**config.mk**
```make
export PLATFORM = sky130hd
export DESIGN_NAME = mul_div_unit
export DESIGN_NICKNAME = d
export VERILOG_FILES = /design/src/rtl/mdu_pkg.sv /design/src/rtl/mdu_div_step.sv /design/src/rtl/mul_div_unit.sv
export SDC_FILE = /design/constraint.sdc
export NUM_CORES = 1
export LEC_CHECK = 0
export CAP_MARGIN = 20
export CORE_ASPECT_RATIO = 0.7
export CORE_MARGIN = 3
export CORE_UTILIZATION = 60
export CTS_CLUSTER_SIZE = 40
export DETAILED_ROUTE_END_ITERATION = 7
export PLACE_DENSITY = 0.81
export SETUP_SLACK_MARGIN = 0.3
export SYNTH_ARGS = -nofsm -noshare
export SYNTH_HDL_FRONTEND = slang
export SYNTH_SLANG_ARGS = --single-unit
```
**constraint.sdc**
```tcl
create_clock -name clk -period 10.9 [get_ports clk]
set_input_delay 2.18 -clock clk [delete_from_list [all_inputs] [get_ports clk]]
set_output_delay 2.18 -clock clk [all_outputs]
set_load 0.01 [all_outputs]
```
**src/rtl/mdu_pkg.sv**
```systemverilog
// -----------------------------------------------------------------------------
// mdu_pkg
// Shared definitions for the iterative RV32M multiply/divide unit:
//   - Funct3 operation codes (F3_MUL .. F3_REMU)
//   - FSM state encoding (S_IDLE, S_CALC, S_DONE)
//   - default operand width and iteration count
//   - helpers telling which operands are treated as signed for a given Funct3
// -----------------------------------------------------------------------------
package mdu_pkg;

   localparam int XLEN_DEF  = 32;
   localparam int ITERS_DEF = 32;

   localparam logic [2:0] F3_MUL    = 3'b000;
   localparam logic [2:0] F3_MULH   = 3'b001;
   localparam logic [2:0] F3_MULHSU = 3'b010;
   localparam logic [2:0] F3_MULHU  = 3'b011;
   localparam logic [2:0] F3_DIV    = 3'b100;
   localparam logic [2:0] F3_DIVU   = 3'b101;
   localparam logic [2:0] F3_REM    = 3'b110;
   localparam logic [2:0] F3_REMU   = 3'b111;

   typedef enum logic [1:0] {
      S_IDLE = 2'd0,
      S_CALC = 2'd1,
      S_DONE = 2'd2
   } state_e;

   // MUL only keeps the low half, which is identical for signed and unsigned
   // operands, so it is handled as unsigned.
   function automatic logic is_signed_a(input logic [2:0] f3);
      return (f3 == F3_MULH) || (f3 == F3_MULHSU) || (f3 == F3_DIV) || (f3 == F3_REM);
   endfunction

   function automatic logic is_signed_b(input logic [2:0] f3);
      return (f3 == F3_MULH) || (f3 == F3_DIV) || (f3 == F3_REM);
   endfunction

endpackage

```
**src/rtl/mdu_div_step.sv**
```systemverilog
// -----------------------------------------------------------------------------
// mdu_div_step
// One combinational iteration of an unsigned restoring divider.
// The partial remainder is shifted left taking in the next dividend bit, the
// divisor is trial-subtracted, and the remainder is restored when the trial
// borrows. The dividend register doubles as the quotient register: each step
// shifts one dividend bit out of the top and one quotient bit into the bottom.
//
// Ports:
//   rem_i     [XLEN-1:0]  partial remainder before this step
//   quo_i     [XLEN-1:0]  remaining dividend bits / quotient bits so far
//   divisor_i [XLEN-1:0]  unsigned divisor
//   rem_o     [XLEN-1:0]  partial remainder after this step
//   quo_o     [XLEN-1:0]  dividend/quotient register after this step
// -----------------------------------------------------------------------------
module mdu_div_step #(
   parameter int XLEN = 32
) (
   input  logic [XLEN-1:0] rem_i,
   input  logic [XLEN-1:0] quo_i,
   input  logic [XLEN-1:0] divisor_i,
   output logic [XLEN-1:0] rem_o,
   output logic [XLEN-1:0] quo_o
);

   logic [XLEN:0] shifted;
   logic [XLEN:0] diff;

   // The shifted remainder needs one extra bit; since rem_i < divisor_i the
   // non-borrowing difference always fits back into XLEN bits.
   assign shifted = {rem_i, quo_i[XLEN-1]};
   assign diff    = shifted - {1'b0, divisor_i};

   assign rem_o = diff[XLEN] ? shifted[XLEN-1:0] : diff[XLEN-1:0];
   assign quo_o = {quo_i[XLEN-2:0], ~diff[XLEN]};

endmodule

```
**src/rtl/mul_div_unit.sv**
```systemverilog
// -----------------------------------------------------------------------------
// mul_div_unit
// Iterative RV32M multiply/divide unit placed between the register-file read
// ports (RD1/RD2) and its write port (WD3/Address3/WriteEnable3).
// Operands are converted to magnitudes on acceptance, one shift-add (multiply)
// or restoring-subtract (divide) iteration runs per cycle for ITERS cycles,
// then the sign-corrected result is registered and written back for one cycle.
//
// Ports:
//   clk          clock, rising edge
//   rst          asynchronous active-high reset; aborts any operation in flight
//   Start        request, sampled only while idle
//   Funct3 [2:0] MUL/MULH/MULHSU/MULHU/DIV/DIVU/REM/REMU
//   Op_A   [31:0] rs1 value, Op_B [31:0] rs2 value
//   Rd_In  [4:0]  destination register index
//   Busy         high from the cycle after acceptance through the Done cycle
//   Done         one-cycle pulse, Result valid
//   WriteEnable  equals Done (register-file WriteEnable3)
//   Result [31:0] register-file WD3
//   Rd_Out [4:0]  register-file Address3 (latched Rd_In)
//
// Build option:
//   MDU_ZERO_SHORTCUT_EN  when defined, an operation with Op_A==0 or Op_B==0
//                         skips the iterations and completes one cycle after
//                         acceptance. Undefined: fixed latency.
// -----------------------------------------------------------------------------
module mul_div_unit
   import mdu_pkg::*;
#(
   parameter int XLEN  = XLEN_DEF,
   parameter int ITERS = ITERS_DEF
) (
   input  logic            clk,
   input  logic            rst,
   input  logic            Start,
   input  logic [2:0]      Funct3,
   input  logic [XLEN-1:0] Op_A,
   input  logic [XLEN-1:0] Op_B,
   input  logic [4:0]      Rd_In,
   output logic            Busy,
   output logic            Done,
   output logic            WriteEnable,
   output logic [XLEN-1:0] Result,
   output logic [4:0]      Rd_Out
);

   localparam int CNT_W = (ITERS > 1) ? $clog2(ITERS) : 1;

   state_e              state_q, state_d;
   logic [CNT_W-1:0]    cnt_q,   cnt_d;
   logic [2:0]          f3_q,    f3_d;
   logic [4:0]          rd_q,    rd_d;
   // |Op_A| (multiplicand) for multiplies, |Op_B| (divisor) for divides.
   logic [XLEN-1:0]     opnd_q,  opnd_d;
   // Multiply: {partial product high, multiplier / product low}.
   // Divide:   {partial remainder, dividend / quotient}.
   logic [2*XLEN-1:0]   acc_q,   acc_d;
   logic                sa_q,    sa_d;
   logic                sb_q,    sb_d;
   logic                bz_q,    bz_d;
   logic [XLEN-1:0]     res_q,   res_d;

   logic                a_sgn, b_sgn;
   logic [XLEN-1:0]     abs_a, abs_b;
   logic [XLEN:0]       mul_sum;
   logic [2*XLEN-1:0]   mul_next;
   logic [XLEN-1:0]     div_rem, div_quo;
   logic [2*XLEN-1:0]   step_next;

   // Sign correction and result selection from the final magnitudes.
   function automatic logic [XLEN-1:0] finalize(input logic [2:0]        f3,
                                                input logic [2*XLEN-1:0] acc,
                                                input logic              sa,
                                                input logic              sb,
                                                input logic              bz);
      logic [2*XLEN-1:0] prod;
      logic [XLEN-1:0]   quo;
      logic [XLEN-1:0]   rem;
      prod = (sa ^ sb) ? -acc : acc;
      // Divide by zero keeps the all-ones quotient regardless of signs.
      quo  = ((sa ^ sb) && !bz) ? -acc[XLEN-1:0] : acc[XLEN-1:0];
      // Remainder follows the dividend; this also restores Op_A on divide by zero.
      rem  = sa ? -acc[2*XLEN-1:XLEN] : acc[2*XLEN-1:XLEN];
      case (f3)
         F3_MUL:                       finalize = prod[XLEN-1:0];
         F3_MULH, F3_MULHSU, F3_MULHU: finalize = prod[2*XLEN-1:XLEN];
         F3_DIV, F3_DIVU:              finalize = quo;
         default:                      finalize = rem;
      endcase
   endfunction

`ifdef MDU_ZERO_SHORTCUT_EN
   // Result when either operand is zero: multiplies give 0, a zero divisor
   // gives all-ones quotient / dividend remainder, a zero dividend gives 0.
   function automatic logic [XLEN-1:0] shortcut(input logic [2:0]      f3,
                                                input logic [XLEN-1:0] a,
                                                input logic [XLEN-1:0] b);
      if (!f3[2])
         return '0;
      if (b == '0)
         return f3[1] ? a : '1;
      return '0;
   endfunction
`endif

   assign a_sgn = is_signed_a(Funct3) & Op_A[XLEN-1];
   assign b_sgn = is_signed_b(Funct3) & Op_B[XLEN-1];
   assign abs_a = a_sgn ? -Op_A : Op_A;
   assign abs_b = b_sgn ? -Op_B : Op_B;

   // Radix-2 shift-add: add the multiplicand into the high half when the
   // current multiplier bit is set, then shift the whole accumulator right.
   assign mul_sum  = {1'b0, acc_q[2*XLEN-1:XLEN]} + (acc_q[0] ? {1'b0, opnd_q} : '0);
   assign mul_next = {mul_sum, acc_q[XLEN-1:1]};

   mdu_div_step #(
      .XLEN (XLEN)
   ) u_div_step (
      .rem_i     (acc_q[2*XLEN-1:XLEN]),
      .quo_i     (acc_q[XLEN-1:0]),
      .divisor_i (opnd_q),
      .rem_o     (div_rem),
      .quo_o     (div_quo)
   );

   assign step_next = f3_q[2] ? {div_rem, div_quo} : mul_next;

   always_comb begin
      state_d = state_q;
      cnt_d   = cnt_q;
      f3_d    = f3_q;
      rd_d    = rd_q;
      opnd_d  = opnd_q;
      acc_d   = acc_q;
      sa_d    = sa_q;
      sb_d    = sb_q;
      bz_d    = bz_q;
      res_d   = res_q;

      case (state_q)
         S_IDLE: begin
            if (Start) begin
               f3_d  = Funct3;
               rd_d  = Rd_In;
               sa_d  = a_sgn;
               sb_d  = b_sgn;
               bz_d  = (Op_B == '0);
               cnt_d = '0;
               if (Funct3[2]) begin
                  opnd_d = abs_b;
                  acc_d  = {{XLEN{1'b0}}, abs_a};
               end else begin
                  opnd_d = abs_a;
                  acc_d  = {{XLEN{1'b0}}, abs_b};
               end
               state_d = S_CALC;
`ifdef MDU_ZERO_SHORTCUT_EN
               if ((Op_A == '0) || (Op_B == '0)) begin
                  res_d   = shortcut(Funct3, Op_A, Op_B);
                  state_d = S_DONE;
               end
`endif
            end
         end

         S_CALC: begin
            acc_d = step_next;
            cnt_d = cnt_q + 1'b1;
            if (cnt_q == CNT_W'(ITERS - 1)) begin
               res_d   = finalize(f3_q, step_next, sa_q, sb_q, bz_q);
               state_d = S_DONE;
            end
         end

         // Start is not looked at here; the next request is taken in IDLE.
         S_DONE: state_d = S_IDLE;

         default: state_d = S_IDLE;
      endcase
   end

   always_ff @(posedge clk or posedge rst) begin
      if (rst) begin
         state_q <= S_IDLE;
         cnt_q   <= '0;
         f3_q    <= '0;
         rd_q    <= '0;
         opnd_q  <= '0;
         acc_q   <= '0;
         sa_q    <= 1'b0;
         sb_q    <= 1'b0;
         bz_q    <= 1'b0;
         res_q   <= '0;
      end else begin
         state_q <= state_d;
         cnt_q   <= cnt_d;
         f3_q    <= f3_d;
         rd_q    <= rd_d;
         opnd_q  <= opnd_d;
         acc_q   <= acc_d;
         sa_q    <= sa_d;
         sb_q    <= sb_d;
         bz_q    <= bz_d;
         res_q   <= res_d;
      end
   end

   assign Busy        = (state_q != S_IDLE);
   assign Done        = (state_q == S_DONE);
   assign WriteEnable = Done;
   assign Result      = res_q;
   assign Rd_Out      = rd_q;

endmodule
```
* Yosys cells after proc, flatten, opt, wreduce, memory -nomap -nowiden
Index checks and enable logic that the tools add are counted.
** Operators by class
- Add/subtract/negate cells :: 8
- Multiply operators :: 0
- Div/mod/pow operators :: 0
- Magnitude comparators :: 0
- Equal/unequal tests :: 14
- Shifts and indexed selects :: 0
- Muxes and demuxes :: 18
- Bitwise operators :: 4
- Reduce and logical (&&, ||, !) cells :: 18
** Operator list (number)
- $mux W32 :: 8
- $mux W64 :: 3
- $neg A32 Y32 :: 4
- $pmux W64 S2 :: 1
- $pmux W32 S3 :: 1
- $neg A64 Y64 :: 1
- $add A32 B32 Y33 :: 1
- $sub A33 B32 Y33 :: 1
- $logic_not A32 Y1 :: 1
- $eq A3 B3 Y1 const B :: 4
- $pmux W5 S2 :: 1
- $eq A3 B2 Y1 const B :: 3
- $reduce_and A2 Y1 :: 4
- $eq A3 B1 Y1 const B :: 2
- $add A5 B1 Y5 const B :: 1
- $eq A5 B5 Y1 const B :: 1
- $logic_or A1 B1 Y1 :: 5
- $mux W5 :: 1
- $mux W2 :: 2
- $ne A2 B2 Y1 const B :: 2
- $pmux W2 S2 :: 1
- $reduce_bool A2 Y1 :: 2
- $logic_not A3 Y1 :: 1
- $reduce_or A3 Y1 :: 1
- other kinds (9) :: 10
** Storage, ports and cells
- Flip-flop bits (word level) :: 146
- Latch bits :: 0
- RAM bits :: 0
- Bits in read-only memories :: 0
- Input port bits :: 75
- Logic and storage cells :: 72
- Memories :: 0

* Logic depth before layout (Yosys ltp)
- Word-level depth :: 9
- Depth in mapped cells :: 26

* By module
Synthesis repeated with hierarchy kept, for this count alone.
** Unflattened totals
- Cells, all modules :: 2160
- Area, all modules :: 16422.0 um^2
** By module, submodules not included
- mul_div_unit :: instances 1, cells an instance 1824, area each 13830.8 um^2
- mdu_div_step :: instances 1, cells an instance 336, area each 2591.2 um^2

* Worst setup path before layout
Ideal clock, no wire load.
- Kind :: flip-flop to flip-flop
- Start :: register acc_q[31]
- End :: register res_q[24] (netlist: Result[24])
- Arrival time :: 5021 ps
- Slack :: 5749 ps
- Stages on the path, launching flop included :: 25
- Path buffers :: 0
- Clock period less this slack :: 5151 ps
- Path through :: dfrtp_1 > inv_1 > ha_1 > inv_1 > fa_1 > a211oi_1 > o21a_1 > a2111oi_4 > o211a_4 > nor3_4 > o31ai_1 > inv_1 > ha_1 > nand2_1 > or2_2 > nand2b_1 > or3_1 > or2_1 > nor2_1 > nand4_1 > nand3b_1 > o31ai_1 > xnor2_1 > a221oi_2 > o21ai_1
** Between the ends
- Cells in the longest elaborated chain, start to end :: 6
- Elaborated cells on any way between the ends :: 11
- Those cells by class :: add/sub (4); mux (6); bitwise (1)
** RTL lines
- from (decl) :: line mul_div_unit.sv:57 : logic [2*XLEN-1:0] acc_q, acc_d;
- from (signal assigned) :: line mul_div_unit.sv:189 : acc_q <= '0;
- from (signal assigned) :: line mul_div_unit.sv:200 : acc_q <= acc_d;
- $sub A33 B32 Y33 :: line mdu_div_step.sv:32 : assign diff = shifted - {1'b0, divisor_i};
- $mux W32 or $not A1 Y1 (tied branches) :: line mdu_div_step.sv:34, mdu_div_step.sv:35
- $mux W64 (*) :: line mul_div_unit.sv:126 : assign step_next = f3_q[2] ? {div_rem, div_quo} : mul_next;
- $neg A64 Y64 (tied with other cells) :: line mul_div_unit.sv:79 : prod = (sa ^ sb) ? -acc : acc;
- $mux W64 (tied with other cells) :: line mul_div_unit.sv:79
- $pmux W32 S3 (*) :: line mul_div_unit.sv:84 : case (f3)
- to (signal assigned) :: line mul_div_unit.sv:204 : res_q <= res_d;
- to (decl) :: line mul_div_unit.sv:61 : logic [XLEN-1:0] res_q, res_d;
Mark *: on every way between the ends. The rest lies on a longest branch, timed or not.
A chain may end at the register's enable or synchronous reset.

* Final worst setup path
- Start :: register acc_q[31]
- End :: register res_q[22] (netlist: Result[22])
The elaborated chain is that of the path after synthesis.

==> summary.txt <==
Clock tree
  – Worst-Skew Late Latency: 460 ps
  – Cells resized by post-CTS repair: 0
  – Clock transition at path regs: 70 ps
  – TritonCTS Buffers: 17
  – Max clock buf depth: 2
  – Root Buffer Master: clkbuf_16
  – H-Tree Depth: 4
  – Setup Buffers After CTS: 0
  – Clock sinks: 146
  – Hold_buf cts: 0
  – CTS tree: built

STA
  – Post-Route Setup TNS: 0 ps
  – Clock Skews: 9.51 ps
  – Fmax: 0.147 GHz
  – Final hold vios: 0
  – RSZ-0062 raised after global routing: no
  – Slew Viols, Final: 0
  – Crit share post-route: 0.625
  – Final Critical Period: 6810 ps
  – Slew margin rel.: 0.190
  – Worst slew pin tran: 1210 ps
  – # setup viols final: 0

Setup path
  – Critical Path RT: 11260 ps
  – CP dominant cell by count: inv_1
  – Slowest cell on crit path: nor3_4
  – CP startpoint kind: flip-flop
  – Worst path max stage delay: 660 ps
  – CP delay by family, top: simple AND/OR/NAND/NOR gates
  – CP Capture Type: flip-flop
  – Worst-path maximum fanout: 18
  – Crit-path cells: inv_1 > ha_1 > inv_1 > fa_1 > a211oi_1 > o21a_1 > a2111oi_4 > o211a_4 > nor3_4 > o31ai_1 > inv_1 > ha_1 > nand2_1 > or2_2 > nand2b_1 > or3_1 > or2_1 > nor2_1 > nand4_1 > nand3b_1 > o21ai_0 > xor2_1 > a21oi_1 > o31ai_1
  – Crit path buffers/inverters: 3
  – Data arrival, critical path: 7170 ps
  – CP Class: flip-flop to flip-flop

Die
  – Starting density of the core: 0.617
  – Core area: 25900 um^2
  – Die width: 201 um
  – Die Y: 143 um
  – Die area: 28700 um^2
  – Site Rows: 49
  – Io pins: 115

Detailed routing
  – Drt wl/cell: 25.6 um
  – Via density: 7.06
  – Total number of vias: 18204
  – Initial DRC Count: 2996
  – Drt total wl: 66000 um
  – DR pass1 iterations: 8
  – Routed Antenna Nets: 0
  – DRC Markers: 8

Finish
  – Share of cells above drive strength 1: 0.0585
  – Final Net Count: 2356
  – Commonest non-fill, non-tap cell in the layout: nand2_1
  – Layout Area Growth over Synthesis: 12.4%
  – ANT cells: 0
  – Most frequent cells in the layout: nand2_1 (266), o21ai_0 (224), nor2_1 (194), a21oi_1 (174), dfrtp_1 (145)

Hold path
  – Min-Delay Path Class: flip-flop to flip-flop

Status
  – Status: complete, but fails checks
  – Violated checks: design-rule violations

GRT
  – Tot GR Track Use: 0.451
  – Largest net degree at the start of global routing: 117
  – Global-route wire length before repair: 99800 um
  – Initial antenna violation count: 1
  – Vias in the first global route: 16313
  – Global route total overflow: 0

Logic synthesis
  – Register area share after synthesis: 0.228
  – Synthesized instance count: 2178
  – Async set-or-reset flop fraction in the synthesized netlist: 1.00
  – Yosys cell types: 98
  – Top_reg_cell synth: dfrtp_1
  – Avg Inst Size Synth: 7.34 um^2
  – #FFs+latches synth: 146
  – Post-synth EDFFs: 0
  – Yosys warnings: 0
  – Post-Synthesis Net Count: 2325
  – Synth Cell Area: 16000 um^2

Place
  – Port buffer count: 114
  – GPL Wtd Cong: 1.07
  – Dpl hpwl: 50100 um

Flow run
  – Max-cap violations: 0
path summary, 6_finish.rpt:
path | slack (ps) | cells after the start | endpoint | startpoint
hold / removal | 480 | 2 | Rd_Out[0] | Rd_Out[0]
min in group asynchronous | 2220 | 2 | acc_q[42] | rst
setup reg to reg | 4090 | 24 | Result[22] | acc_q[31]
max in group asynchronous | 7140 | 3 | opnd_q[27] | rst
hold reg to reg | 480 | 2 | Rd_Out[0] | Rd_Out[0]
setup / recovery | 4090 | 24 | Result[22] | acc_q[31]
registers in the layout, indices dropped and copies added (netlist names):
signal / count
cnt_q: 5
opnd_q: 32
Rd_Out: 5
acc_q: 64
bz_q: 1
state_q: 2
sb_q: 1
sa_q: 1
Result: 32
f3_q: 3
worst reg2reg max path, cell delays in order, from the launching register on:
cell and delay (ps):
dfrtp_1 450, inv_1 190, ha_1 210, inv_1 70, fa_1 420, a211oi_1 330, o21a_1 260, a2111oi_4 150
o211a_4 310, nor3_4 660, o31ai_1 330, inv_1 170, ha_1 200, nand2_1 100, or2_2 370, nand2b_1 200
or3_1 390, or2_1 270, nor2_1 140, nand4_1 200, nand3b_1 340, o21ai_0 320, xor2_1 230, a21oi_1 120
o31ai_1 270
layout make-up:
class | instances | area, um^2
Fill cell | 2183 | 7950
Tap cell | 357 | 447
Inverter | 67 | 256
Timing Repair Buffer | 143 | 1360
Multi-Input combinational cell | 1834 | 11600
Clock inverter | 14 | 228
Clock buffer | 17 | 425
Sequential cell | 146 | 3660
cell usage after synthesis (14+ instances only):
cell type | count | area share
o211ai_1 | 32 | 0.015
a211oi_1 | 18 | 0.0084
nand4_1 | 23 | 0.0090
nor4_1 | 19 | 0.0074
inv_1 | 65 | 0.015
a31oi_1 | 40 | 0.016
a21o_1 | 21 | 0.0099
o21ai_1 | 14 | 0.0044
o31ai_1 | 30 | 0.014
nor2_1 | 195 | 0.046
clkbuf_1 | 102 | 0.024
mux2_2 | 15 | 0.011
dfrtp_1 | 146 | 0.23
o21ai_0 | 224 | 0.070
nand2_1 | 267 | 0.063
nor3_1 | 48 | 0.015
mux2i_1 | 35 | 0.022
nor2b_1 | 22 | 0.0086
o221ai_1 | 24 | 0.013
xor2_1 | 72 | 0.039
ha_1 | 70 | 0.055
xnor2_1 | 128 | 0.070
and2_1 | 44 | 0.017
a21oi_1 | 174 | 0.054
or3_1 | 20 | 0.0078
o21a_1 | 14 | 0.0066
buf_1 | 15 | 0.0035
nand3_1 | 60 | 0.019
nand2b_1 | 21 | 0.0082
stage by stage:
step | area [um^2] | setup WS (ps) | hold WS (ps) | utilization | cells
global placement | 17300 | 4580 | 458 | 0.668 | 2545
finish | 18000 | 4090 | 475 | 0.693 | 2578
floorplan | 16000 | 4800 | 449 | - | 2178
global route | 18000 | 3870 | 497 | 0.693 | 2578
CTS | 18000 | 4410 | 478 | 0.693 | 2577
detailed placement | 17300 | 4430 | 462 | 0.668 | 2546
kinds of logic (layout without fill, tap and decap cells):
group / Yosys count / after routing / synth area share
multiplexers: 50 / 50 / 0.0325
XOR/XNOR: 200 / 200 / 0.110
buffers and inverters: 198 / 241 / 0.0483
AND/OR/NAND/NOR: 792 / 792 / 0.238
AO/OA/AOI/OAI: 720 / 720 / 0.286
adder cells (fa/ha/maj): 72 / 72 / 0.0573
flip-flops: 146 / 146 / 0.228
layer usage:
metal,vias up,GRT usage,routed length (um)
met5,-,0,13
met4,2,0.145,2270
met3,190,0.175,11300
met2,1501,0.604,25300
met1,8540,0.662,27200
li1,7971,-,-
Power is left out: the tool's default activity adds up to more than one toggle a clock period on the data nets, which glitch-free logic cannot reach.
